<file path="config.mk">
export PLATFORM = sky130hd
export DESIGN_NAME = pps_edge_detect
export DESIGN_NICKNAME = d
export VERILOG_FILES = /design/src/rtl/pps_edge_detect.sv
export SDC_FILE = /design/constraint.sdc
export NUM_CORES = 1
export LEC_CHECK = 0
export CORE_UTILIZATION = 33
export CTS_CLUSTER_SIZE = 10
export DETAILED_ROUTE_END_ITERATION = 10
export GPL_TIMING_DRIVEN = 0
export SYNTH_ARGS = -nofsm -noshare
export SYNTH_HDL_FRONTEND = slang
export SYNTH_SLANG_ARGS = --single-unit
</file>
<file path="constraint.sdc">
create_clock -name clk -period 2.2 [get_ports clk]
set_clock_uncertainty 0.1 [all_clocks]
set_input_delay 0.44 -clock clk [delete_from_list [all_inputs] [get_ports clk]]
set_output_delay 0.44 -clock clk [all_outputs]
set_load 0.01 [all_outputs]
</file>
<file path="src/rtl/pps_edge_detect.sv">
// Multi-channel PPS / time-mark edge detector: sync, glitch filter, edge pulses, event count, period.
// Latency: async input step to pe/ne high is SYNC_STAGES+FILT_CYC+1 clk edges; ev is combinational from pe/ne.
// Backpressure: none; free-running pulse outputs, every channel handles one edge per cycle.
//
// Ports:
//   clk, rst_n       system clock (rising edge), asynchronous active-low reset
//   sig[N_CH]        asynchronous inputs (GPS PPS, aux time marks)
//   mode[2*N_CH]     per-channel event select: bit 2i = count rises, bit 2i+1 = count falls
//   clr              synchronous clear of event counters and period arming, all channels
//   pe/ne[N_CH]      one-cycle qualified rising/falling edge pulses (not mode-masked)
//   ev[N_CH]         mode-masked event pulse
//   ev_cnt           per-channel wrapping event counter, ch i at [i*CNT_W +: CNT_W]
//   per_val          per-channel last rise-to-rise interval in clk cycles, ch i at [i*PER_W +: PER_W]
//   per_vld          one-cycle strobe when per_val is updated
//   per_ovf          interval saturated; held alongside per_val
module pps_edge_detect #(
  parameter int N_CH        = 1,
  parameter int SYNC_STAGES = 2,
  parameter int FILT_CYC    = 4,
  parameter int CNT_W       = 16,
  parameter int PER_W       = 32
) (
  input  logic                    clk,
  input  logic                    rst_n,
  input  logic [N_CH-1:0]         sig,
  input  logic [2*N_CH-1:0]       mode,
  input  logic                    clr,
  output logic [N_CH-1:0]         pe,
  output logic [N_CH-1:0]         ne,
  output logic [N_CH-1:0]         ev,
  output logic [N_CH*CNT_W-1:0]   ev_cnt,
  output logic [N_CH*PER_W-1:0]   per_val,
  output logic [N_CH-1:0]         per_vld,
  output logic [N_CH-1:0]         per_ovf
);

  // Filter counter only has to reach FILT_CYC-1; the toggle happens on the next differing sample.
  localparam int              FC_W    = (FILT_CYC > 1) ? $clog2(FILT_CYC) : 1;
  localparam logic [FC_W-1:0] FC_LAST = FC_W'(FILT_CYC - 1);
  localparam logic [PER_W-1:0] PER_MAX = '1;

  for (genvar g = 0; g < N_CH; g++) begin : g_ch
    logic [SYNC_STAGES-1:0] sync_q, sync_d;
    logic                   sync_s;
    logic                   flt_q, flt_d;
    logic                   flt_dly_q;
    logic [FC_W-1:0]        fc_q, fc_d;
    logic                   pe_q, pe_d;
    logic                   ne_q, ne_d;
    logic                   ev_s;
    logic [CNT_W-1:0]       cnt_q, cnt_d;
    logic [PER_W-1:0]       per_cnt_q, per_cnt_d;
    logic [PER_W-1:0]       per_val_q, per_val_d;
    logic                   per_vld_q, per_vld_d;
    logic                   per_ovf_q, per_ovf_d;
    logic                   armed_q, armed_d;

    always_comb begin
      sync_d = {sync_q[SYNC_STAGES-2:0], sig[g]};
      sync_s = sync_q[SYNC_STAGES-1];

      // Level only flips after FILT_CYC consecutive samples disagree with it.
      flt_d = flt_q;
      fc_d  = '0;
      if (sync_s != flt_q) begin
        if (fc_q == FC_LAST) begin
          flt_d = ~flt_q;
        end else begin
          fc_d = fc_q + FC_W'(1);
        end
      end

      // Edge pulses come out one edge after the filtered level moves.
      pe_d = flt_q & ~flt_dly_q;
      ne_d = ~flt_q & flt_dly_q;

      ev_s = (pe_q & mode[2*g]) | (ne_q & mode[2*g+1]);

      cnt_d = cnt_q;
      if (clr) begin
        cnt_d = '0;
      end else if (ev_s) begin
        cnt_d = cnt_q + CNT_W'(1);
      end

      // Period bookkeeping runs on pe_d so per_vld lines up with the pe pulse.
      per_cnt_d = (per_cnt_q == PER_MAX) ? per_cnt_q : per_cnt_q + PER_W'(1);
      armed_d   = armed_q;
      per_val_d = per_val_q;
      per_ovf_d = per_ovf_q;
      per_vld_d = 1'b0;
      if (clr) begin
        armed_d   = 1'b0;
        per_cnt_d = '0;
      end
      if (pe_d) begin
        // A rise coincident with clr only arms; it is the first edge of a new run.
        if (armed_q && !clr) begin
          per_vld_d = 1'b1;
          per_val_d = per_cnt_q;
          per_ovf_d = (per_cnt_q == PER_MAX);
        end
        armed_d   = 1'b1;
        // Restart at 1 so the count at the next rise equals the edge distance.
        per_cnt_d = PER_W'(1);
      end
    end

    always_ff @(posedge clk or negedge rst_n) begin
      if (!rst_n) begin
        sync_q    <= '0;
        flt_q     <= 1'b0;
        flt_dly_q <= 1'b0;
        fc_q      <= '0;
        pe_q      <= 1'b0;
        ne_q      <= 1'b0;
        cnt_q     <= '0;
        per_cnt_q <= '0;
        per_val_q <= '0;
        per_vld_q <= 1'b0;
        per_ovf_q <= 1'b0;
        armed_q   <= 1'b0;
      end else begin
        sync_q    <= sync_d;
        flt_q     <= flt_d;
        flt_dly_q <= flt_q;
        fc_q      <= fc_d;
        pe_q      <= pe_d;
        ne_q      <= ne_d;
        cnt_q     <= cnt_d;
        per_cnt_q <= per_cnt_d;
        per_val_q <= per_val_d;
        per_vld_q <= per_vld_d;
        per_ovf_q <= per_ovf_d;
        armed_q   <= armed_d;
      end
    end

    assign pe[g]                      = pe_q;
    assign ne[g]                      = ne_q;
    assign ev[g]                      = ev_s;
    assign ev_cnt[g*CNT_W +: CNT_W]   = cnt_q;
    assign per_val[g*PER_W +: PER_W]  = per_val_q;
    assign per_vld[g]                 = per_vld_q;
    assign per_ovf[g]                 = per_ovf_q;
  end

endmodule

</file>
==> impl_metrics.csv, run 1 <==
group,metric,value,unit
cells_and_area,drive_gt1_frac,0.2287,
route,drt.antenna.violating_nets,0,
grt,grt_max_degree,48,
yosys,ys_top_cells_by_count,"dfrtp_1 (91), nor2_1 (35), mux2_2 (34)",
clock_tree,clk_pin_slew,0.07,ns
floorplanning,io_pins,59,
clock_tree,cts_tree,"yes",
grt,top_usage_layer,"met2",
clock_tree,clock_latency,0.34,ns
worst_setup_path,critical_path_class,"reg2reg",
yosys,synth_top_area_share,0.5540,
power_and_ir_drop,power_density,741.4,mW/mm^2
job,maxCapViolations,0,
route,drt-pass1-iter-count,4,
yosys,syn_avg_cell_area,11.23,sq um
clock_tree,cts_root_buf,"clkbuf_16",
timing,tightestPinTransition,0.6322,ns
timing,max_freq,0.4715,GHz
worst_setup_path,cp_max_fo,10,
yosys,synth-async-reset-ratio,1.000,
clock_tree,cts.sinks,91,
route,drc_errors,0,
grt,overflow,0,
worst_setup_path,cp_data_arrival_time,2.28,ns
grt,grtUsageMet1,0.2158,
clock_tree,clk_path_buf_depth,2,
power_and_ir_drop,vdd_drop_max,0.0004636,V
grt,use_met2,0.2394,
grt,antenna_found_initial,0,
floorplanning,die_height,113.6,microns
timing,finalSetupTns,0,ns
yosys,synthCells,366,
grt,gr-usage-all-layers,0.1547,
yosys,synth_edf_count,0,
grt,grt_pass1_wl,15.66,mm
clock_tree,h-tree-depth,3,
placement,dp_hpwl,6.296,mm
route,vias,3094,
cells_and_area,nets,450,
route,drt-vias-per-instance,5.039,
run_status,status,"finished clean",
yosys,syn_area,0.004110,sq mm
yosys,yosys.cell_types.count,41,
floorplanning,die_x,113.6,microns
floorplanning,initial_utilization,0.3408,
yosys,seq_area_frac_synth,0.5540,
yosys,ys.warnings.count,0,
placement,post-place-ws,-0.4852,ns
timing,period_share,0.9641,
yosys,synth_top_flop_cell,"dfrtp_1",
floorplanning,die-area,0.01291,sq mm
power_and_ir_drop,leakagePower,2.227,nW
grt,use_met3,0.03348,
worst_setup_path,required,2.36,ns
timing,slew_viol_final,0,
worst_setup_path,endpoint_kind,"flop",
grt,grt_pass1_vias,3125,
floorplanning,rows,40,
timing,slew_headroom,0.5786,
timing,hold_violations,0,
timing,fin_crit,2.121,ns
clock_tree,numCtsBuffers,9,
yosys,synth.largest_area_cell,"dfrtp_1",
placement,gp_congestion,0.8389,
cells_and_area,syn_to_final_growth,29.83,%
placement,port_buffers,58,
cells_and_area,num_antenna_cells,0,
timing,setup_viol,0,
min_path,worstHoldPathType,"in2async",
yosys,yosysMostFrequentCell,"dfrtp_1",
route,drt-wirelength-per-cell,15.17,microns
worst_setup_path,worstSetupStartpointType,"flop",
timing,final_critical_path_setup_slack,0.07890,ns
yosys,synth_nets,375,
yosys,ys_ff_latch,91,
yosys,synth_area_leaders,"dfrtp_1 (55%), mux2_2 (9.3%), xnor2_1 (4.3%)",
route,finalWirelength,9.316,mm
route,drtIter0Drc,144,
floorplanning,core,0.01206,sq mm
-- state kept, by name, summed over array words and instances (netlist names) --
| name | count |
|---|---|
| g_ch.armed_q | 1 |
| g_ch.fc_q | 2 |
| ev_cnt | 16 |
| per_vld | 1 |
| ne | 1 |
| per_val | 32 |
| per_ovf | 1 |
| g_ch.sync_q | 2 |
| g_ch.per_cnt_q | 32 |
| g_ch.flt_q | 1 |
| pe | 1 |
| g_ch.flt_dly_q | 1 |
-- critical path, cell delays in order, from the launching register on --
cell and delay (ns):
dfrtp_1 0.41, and3_4 0.23, nand2_2 0.09, or3_4 0.43
buf_6 0.16, or4_1 0.47, a21oi_1 0.15
-- placed cells by master, fill, tap and decap left out, types with 10 or more instances in the layout --
| master | n |
|---|---|
| mux2_2 | 34 |
| nand2_1 | 20 |
| xnor2_1 | 20 |
| dfrtp_2 | 10 |
| nand3_1 | 12 |
| dfrtp_1 | 81 |
| clkdlybuf4s50_1 | 56 |
| a21oi_1 | 13 |
| a31oi_1 | 11 |
| nand4_1 | 12 |
| nor2_1 | 33 |
-- metrics by stage --
step	hold slack (ns)	total power [mW]	area (sq um)	util	std cells
after floorplan	0.04441	2.254	4110	-	366
after global placement	0.2372	2.531	4901	0.4063	592
after detailed placement	0.2379	2.557	4926	0.4084	593
after CTS	0.04623	3.983	5223	0.4330	608
after global routing	0.06736	4.161	5336	0.4424	614
final	0.01541	3.956	5336	0.4424	614
-- power by group --
group          total (mW)  internal [mW]  switching (mW)
registers            1.92           1.80           0.120
clock network        1.41          0.761           0.648
logic               0.625          0.296           0.329
total                3.96           2.86            1.10
-- kinds of logic (layout without fill, tap and decap cells) --
group,count (synthesis),count (layout),share of synthesized area
and+or+nand+nor,135,135,0.1753
buffers and inverters,22,102,0.02222
xor gates and xnor gates,24,24,0.05114
adders and majority gates,3,3,0.009133
AOI/OAI and AO/OA,53,53,0.08524
DFF,91,91,0.5540
muxes,38,38,0.1029
-- final cells by class --
cell class,instances,area [sq um]
fillers,1138,6725
flip-flops and latches,91,2290
multi-input cells,253,1812
repair buffers,67,668.1
clock buffers,9,225.2
well taps,168,210.2
plain buffers,13,65.06
clock inverters,7,43.79
inverters,6,22.52
-- worst paths after layout --
check | start | to | slack [ns] | cells past startpoint
setup reg to reg | g_ch[0].per_cnt_q[9] | g_ch[0].per_cnt_q[29] | 0.08 | 6
setup / recovery | g_ch[0].per_cnt_q[9] | g_ch[0].per_cnt_q[29] | 0.08 | 6
min in group clk | g_ch[0].sync_q[0] | g_ch[0].sync_q[1] | 0.25 | 0
max in group asynchronous | rst_n | g_ch[0].per_cnt_q[27] | 1.31 | 2
hold / removal | rst_n | ev_cnt[7] | 0.02 | 1
hold reg to reg | g_ch[0].sync_q[0] | g_ch[0].sync_q[1] | 0.25 | 0
-- routing by layer --
metal / routed length (microns) / part of all wire
met5: 0 / 0
met1: 4610 / 0.49
met3: 382 / 0.041
met2: 4214 / 0.45
met4: 108 / 0.012
-- what timing repair did --
item                       4_1_cts  5_1_grt
gates resized for setup         11       31
hold buffers                     0        0
pin swaps                        0        1
setup endpoints to repair       44       59
buffers inserted                 2        6
(Power assumes the default switching activity.)
==> run 2, diff against run 1 <==
--- a/config.mk
+++ b/config.mk
@@ -6,6 +6,7 @@
 export NUM_CORES = 1
 export LEC_CHECK = 0
 export CORE_UTILIZATION = 33
+export CTS_BUF_LIST = sky130_fd_sc_hd__clkbuf_16
 export CTS_CLUSTER_SIZE = 10
 export DETAILED_ROUTE_END_ITERATION = 10
 export GPL_TIMING_DRIVEN = 0
==> results of run 2 <==
Final layout, timing and power as in run 1 (identical DEF).
